$ cat src/rtl/pipeline_reg_chain.sv
// rtl/pipeline_reg_chain.sv - elastic valid/ready register chain with bubble collapse
// Each stage is a valid bit plus payload; stages advance whenever the next stage is free or draining.
module pipeline_reg_chain #(
   parameter int               WIDTH       = 32,
   parameter int               STAGES      = 2,
   parameter logic [WIDTH-1:0] RESET_VALUE = {WIDTH{1'b0}}
) (
   input  logic                             clk,
   input  logic                             reset,
   input  logic                             flush,
   input  logic                             in_valid,
   output logic                             in_ready,
   input  logic [WIDTH-1:0]                 in_data,
   output logic                             out_valid,
   input  logic                             out_ready,
   output logic [WIDTH-1:0]                 out_data,
   output logic [$clog2(STAGES+1)-1:0]      occupancy
);

   localparam int OW = $clog2(STAGES + 1);

   logic [STAGES-1:0] valid_q, valid_d;
   logic [STAGES-1:0] adv, load;
   logic [WIDTH-1:0]  data_q [STAGES];
   logic [WIDTH-1:0]  data_d [STAGES];
   logic [OW-1:0]     occ_q, occ_d;
   logic              hold, in_xfer, out_xfer;

   always_comb begin
      hold = reset | flush;
      adv  = '0;
      // Resolve advances from the output side back so a draining stage frees its predecessor.
      adv[STAGES-1] = valid_q[STAGES-1] & out_ready & ~hold;
      for (int i = STAGES - 2; i >= 0; i--) begin
         adv[i] = valid_q[i] & (~valid_q[i+1] | adv[i+1]) & ~hold;
      end

      in_ready = (~valid_q[0] | adv[0]) & ~hold;
      in_xfer  = in_valid & in_ready;
      out_xfer = adv[STAGES-1];

      load    = '0;
      load[0] = in_xfer;
      for (int i = 1; i < STAGES; i++) begin
         load[i] = adv[i-1];
      end

      valid_d = flush ? '0 : (load | (valid_q & ~adv));

      data_d[0] = load[0] ? in_data : data_q[0];
      for (int i = 1; i < STAGES; i++) begin
         data_d[i] = load[i] ? data_q[i-1] : data_q[i];
      end

      case ({in_xfer, out_xfer})
         2'b10:   occ_d = occ_q + OW'(1);
         2'b01:   occ_d = occ_q - OW'(1);
         default: occ_d = occ_q;
      endcase
      if (flush) begin
         occ_d = '0;
      end
   end

   always_ff @(posedge clk) begin
      if (reset) begin
         valid_q <= '0;
         occ_q   <= '0;
         for (int i = 0; i < STAGES; i++) begin
            data_q[i] <= RESET_VALUE;
         end
      end else begin
         valid_q <= valid_d;
         occ_q   <= occ_d;
         for (int i = 0; i < STAGES; i++) begin
            data_q[i] <= data_d[i];
         end
      end
   end

   assign out_valid = valid_q[STAGES-1];
   assign out_data  = data_q[STAGES-1];
   assign occupancy = occ_q;

endmodule

$ cat config.mk
export PLATFORM = sky130hd
export DESIGN_NAME = pipeline_reg_chain
export DESIGN_NICKNAME = d
export VERILOG_FILES = /design/src/rtl/pipeline_reg_chain.sv
export SDC_FILE = /design/constraint.sdc
export NUM_CORES = 1
export LEC_CHECK = 0
export ABC_CLOCK_PERIOD_IN_PS = 2100
export CORE_ASPECT_RATIO = 1.2
export CORE_MARGIN = 5
export CORE_UTILIZATION = 49
export CTS_CLUSTER_SIZE = 24
export DETAILED_ROUTE_END_ITERATION = 7
export GPL_TIMING_DRIVEN = 0
export PLACE_DENSITY_LB_ADDON = 0.2
export SLEW_MARGIN = 20
export SYNTH_ARGS = -nofsm -noshare
export SYNTH_HDL_FRONTEND = slang
export SYNTH_SLANG_ARGS = --single-unit
export TNS_END_PERCENT = 100
$ cat constraint.sdc
create_clock -name clk -period 2.1 [get_ports clk]
set_input_delay 0.42 -clock clk [delete_from_list [all_inputs] [get_ports clk]]
set_output_delay 0.42 -clock clk [all_outputs]
set_load 0.02 [all_outputs]
==> flow_metrics.tcl <==
set metrics [dict create \
    status "finished clean" \
    drt-vias-per-instance 4.96 \
    cts_buffers 9 \
    io_buffers 72 \
    power.total_mw 2.45 \
    hold_class "reg -> reg" \
    dpl_cell_area_sq_um 3730 \
    pre_cts_slack_ns -0.686 \
    synth_top_area_cell "dfxtp_1" \
    htreeDepth 3 \
    async_flop_share_pct 0 \
    grt_pass1_wl_mm 10.7 \
    tns_ns 0 \
    cp_max_fo 6 \
    wl_mm 6.47 \
    p_leak_nw 1.53 \
    grt_usage_pct 18.1 \
    ys_types 26 \
    hold_viol_final 0 \
    synth-seq-cells 68 \
    layout.cells.non_filler 470 \
    first_global_vias 2332 \
    ir_drop_mv 0.372 \
    ctsHoldBuffers 0 \
    drc 0 \
    dp.final_hpwl_mm 4.65 \
    grt_max_degree 11 \
    synth.avg_cell_area_sq_um 9.63 \
    synthTopCellsByCount "dfxtp_1 (68), nor2b_1 (33)" \
    rows 30 \
    clk_latency_ns 0.34 \
    cts-root-buf "clkbuf_8" \
    finalClockSkew_ns 0.00729 \
    arrival_ns 1.57 \
    setup_slack_ns 0.111 \
    timing.final.crit_share_pct 94.7 \
    vias 2333 \
    die-area_sq_um 7580 \
    fp.coreArea_sq_um 5710 \
    drive_above_1_share_pct 24.1 \
    timing.hold.ws_ns 0.459 \
    utilization_pct 68.7 \
    worstMarginPinSlew_ns 0.493 \
    layout.nets 425 \
    worstSetupPathType "in -> out" \
    first_iter_violations 182 \
    dieHeight_um 94.4 \
    maxCapViolations 0 \
    antenna_found_initial 0 \
    io_pins 73 \
    drtAntennaViolNets 0 \
    powerDensity_nw_per_um2 625 \
    synth_edf_count 0 \
    max_freq_mhz 503 \
    grt_setup_unrepaired "no" \
    drt_pre_antenna_iters 4 \
    yosys_warnings 0 \
    antenna_cells 0 \
    start_util_pct 51.0 \
    min_period_ns 1.99 \
    netlist_area_sq_um 2910 \
    finalSetupViolations 0 \
    syn_nets 340 \
    synth_top_area_share_pct 46.8 \
    final-max-slew-violation-count 0 \
    synth.area.top_cells "dfxtp_1 (47%), mux2_2 (12%), buf_4 (8.3%)" \
    fin_area_sq_um 3920 \
    dp_cells 454 \
    cts_tree "yes" \
    cp.required_ns 1.68 \
    syn_inst 302 \
    ys.flop_type "dfxtp_1" \
    critPathCaptureType "output pin" \
    gr-total-overflow 0 \
    slew_headroom_pct 67.2 \
    critPathLaunchType "input pin" \
    syn_to_final_growth_pct 34.8 \
    clkTransAtPathRegs_ns 0.06 \
    chipWidth_um 80.3 \
    clockBufferDepth 2 \
    synth_most_common_cell "dfxtp_1" \
    gp_congestion 0.786 \
    wire_per_inst_um 13.8 \
    cts.sinks 68 \
    synth-seq-area-share_pct 46.8 \
]
[worst max-delay path, stage by stage]
cell and delay [ns]:
clkdlybuf4s50_1 0.52, nor2_4 0.24, a21boi_1 0.20, buf_2 0.19
[metal layers]
metal / share of wire [%] / vias up / global-route usage (%)
li1: - / 1168 / -
met1: 43 / 1096 / 21.4
met2: 51 / 62 / 31.3
met3: 5.3 / 7 / 4.77
met4: 1.1 / 0 / 6.76
met5: 0 / - / 0
[report_power, final]
| group | switching, mW | internal (mW) | leakage (nW) |
|---|---|---|---|
| combinational | 0.0837 | 0.131 | 0.888 |
| clock | 0.445 | 0.441 | 0.0848 |
| sequential | 0.0183 | 1.33 | 0.552 |
| total | 0.547 | 1.90 | 1.53 |
[sequential cells by signal, summed over array words and instances (netlist names)]
signal     cells
valid_q        2
data_q        64
occupancy      2
[placed cells by master, fill, tap and decap left out]
cell	Yosys	final
a21boi_0	3	2
a21boi_1	0	1
a21oi_1	32	32
and3_1	1	1
buf_1	2	2
buf_2	6	6
buf_4	32	35
buf_6	3	2
buf_8	0	1
clkbuf_1	12	12
clkbuf_4	0	1
clkbuf_8	0	10
clkdlybuf4s50_1	0	70
clkinv_2	0	3
dfxtp_1	68	68
dlymetal6s2s_1	0	1
ha_1	1	1
inv_1	1	1
mux2_2	32	32
nand2_1	1	1
nand2b_1	1	1
nand3_1	32	32
nor2_4	0	1
nor2b_1	33	32
nor2b_4	0	1
nor3_1	1	1
nor3b_2	1	1
o211ai_4	1	1
o21ai_0	29	29
o21ai_1	5	5
or3_1	1	1
or3b_1	1	1
xnor2_1	1	1
xor2_1	1	1
[timing repair]
| action | in CTS | in global routing |
|---|---|---|
| resized for setup | 13 | 1 |
| pin swaps | 1 | 0 |
| endpoints found under the setup margin | 2 | 1 |
| buffers inserted | 2 | 0 |
[area by class of cell]
type	instances	area, sq um
fillers	495	1790
flip-flops and latches	68	1360
multi-input cells	178	1200
repair buffers	74	733
plain buffers	55	367
clock buffers	11	141
well taps	80	100
clock inverters	3	15.0
inverters	1	3.75
[worst paths after layout]
path                                     from       endpoint  depth (start not counted)  slack, ns
worst max-delay path                    flush       in_ready                          4       0.11
worst min-delay path            data_q[0][12]  data_q[0][44]                          2       0.46
worst max register to register     valid_q[1]   occupancy[1]                          7       0.34
worst min register to register  data_q[0][12]  data_q[0][44]                          2       0.46
[logic make-up (layout without fill, tap and decap cells)]
| logic type | Yosys count | after routing | share of synthesized area, % |
|---|---|---|---|
| flip-flops | 68 | 68 | 46.8 |
| multiplexers | 32 | 32 | 12.4 |
| AO/OA/AOI/OAI | 70 | 70 | 12.9 |
| adder cells (fa/ha/maj) | 1 | 1 | 0.430 |
| AND/OR/NAND/NOR | 73 | 73 | 14.5 |
| buffers and inverters | 56 | 144 | 12.4 |
| XOR/XNOR | 2 | 2 | 0.603 |
Power figures use the tool's default switching activity.
==> RTL change: new RTL, same flow settings <==
`STAGES`: 2 -> 1.
--- a/src/rtl/pipeline_reg_chain.sv
+++ b/src/rtl/pipeline_reg_chain.sv
@@ -2,7 +2,7 @@
 // Each stage is a valid bit plus payload; stages advance whenever the next stage is free or draining.
 module pipeline_reg_chain #(
    parameter int               WIDTH       = 32,
-   parameter int               STAGES      = 2,
+   parameter int               STAGES      = 1,
    parameter logic [WIDTH-1:0] RESET_VALUE = {WIDTH{1'b0}}
 ) (
    input  logic                             clk,
Interface: changed (resized occupancy); port bits go from 73 to 72. No check against the original RTL was run, so the function may have changed too.
==> RTL change against the original RTL <==
Setup slack better by 33 ps; sequential cell count is 34 lower; wire length decreased by 25%; cell area down 40%; non-clock buffer count down 36; die area decreased by 42%; sequential share of layout area decreased by 5.6 points; area after synthesis is 47% lower; power fell by 44%; clock skew increased by 3.7 ps; highest routed layer unchanged.
==> RTL change: results <==
[outcome]
run_status = complete, no violations

[layout]
antenna_cells_inserted = 0
largest_register_ffs = 32
final_net_count = 279
share_of_layout_cells_above_drive_strength_1 = 0.1369

[critical_path]
max_stage_delay_ps = 550
crit_start = out_ready
worst-endpoint-arrival_ps = 1540
crit_path_max_fanout = 10
timing.rr.start = out_valid
crit_path_top_delay_cell = clkdlybuf4s50_1
path_class = in2out

[synth]
asyncSetResetFlopFracSynth = 0
synth_top_flop_cell = dfxtp_1
synth_cell_types = 21
yosysWarnings = 0
yosysSeqAreaShare = 0.4387
netlist_top_cells_area = dfxtp_1 (44%), o311ai_1 (18%), nand4_1 (13%), nand2_1 (8.0%), buf_2 (4.2%)
post_synth_most_frequent_cells = dfxtp_1 (34), nand2_1 (33), nand4_1 (32)
synth_net_count = 203

[placement]
place_hpwl_mm = 3.582
finalWeightedCongestion = 0.7612
pre_cts_slack_ps = -329.9
io_buffer_count = 69

[route]
route.vias.total = 1713
routed_wirelength_mm = 4.873
firstDrtPassIters = 4
detail_route.iter0.violations = 115

[hold_path]
hp-start = in_valid
worst_hold_path_type = in2reg

[timing]
relSlewSlack = 0.7220
fin_worst_skew_ps = 11.02

[cts]
cts_max_path_buffers = 2
ctsHtreeMaxLevel = 2
cts_setup_buffers = 0
clock_tree.root_cell = clkbuf_4
clock_insertion_delay_at_the_later_pin_of_the_skew_report_ps = 340
cts_clk_pin_slew_worst_paths_ps = 90
cts_made_buffers = 5

[pwr]
max-vdd-ir-drop_uv = 591.4
p_leak_nw = 0.9896

[global_routing]
grt_first_pass_wirelength_mm = 7.755
maximum_number_of_pins_on_one_net_before_global_route_repair = 11
global_route.usage.total = 0.2285
[RTL change: final timing paths]
check / to / slack (ps) / cells past startpoint
worst min register to register: data_q[0][16] / 470 / 2
worst max-delay path: in_ready / 140 / 5
worst min-delay path: data_q[0][15] / 360 / 3
worst max register to register: data_q[0][30] / 880 / 4
[RTL change: cells by family after synthesis]
logic type,share of synthesized area
buf+inv,0.1250
simple gates,0.2411
flops,0.4387
compound gates,0.1887
mux,0.006452
[RTL change: critical path, delay by kind of cell]
kind	cells	cell delay (ps)
buffers and inverters	3	910
and+or+nand+nor	2	200
[RTL change: layout make-up]
class	instances	area, um2
Fill cell	233	719.4
Timing Repair Buffer	69	685.7
Sequential cell	34	680.7
Multi-Input combinational cell	106	676.9
Buffer	24	183.9
Clock buffer	6	51.30
Tap cell	36	45.04
Inverter	2	12.51
[RTL change: power by group]
group | switching [W] | internal, W
logic | 0.000151 | 0.000156
clock network | 0.000209 | 0.000151
registers | 0.0000188 | 0.000677
total | 0.000378 | 0.000983
[RTL change: metrics by stage]
step / std cells / area (um2) / TNS (ps) / total power (W) / util
global placement: 271 / 2287 / -307.2 / 0.001005 / 0.7486
floorplan: 166 / 1551 / 0 / 0.0008529 / -
finish: 277 / 2336 / 0 / 0.001362 / 0.7645
global route: 277 / 2336 / 0 / 0.001414 / 0.7645
detailed placement: 271 / 2287 / -329.9 / 0.001016 / 0.7486
CTS: 277 / 2342 / 0 / 0.001359 / 0.7666
[RTL change: per-layer routing]
metal	track usage	vias to the layer above	part of all wire
met1	0.2434	830	0.37
li1	-	798	-
met4	0.07075	0	0.0099
met3	0.07928	6	0.081
met2	0.4094	79	0.54
met5	0	-	0
[RTL change: repair_timing]
action                     4_1_cts  5_1_grt
resized for setup                5        1
setup endpoints to repair        1        1
pin swaps                        0        0
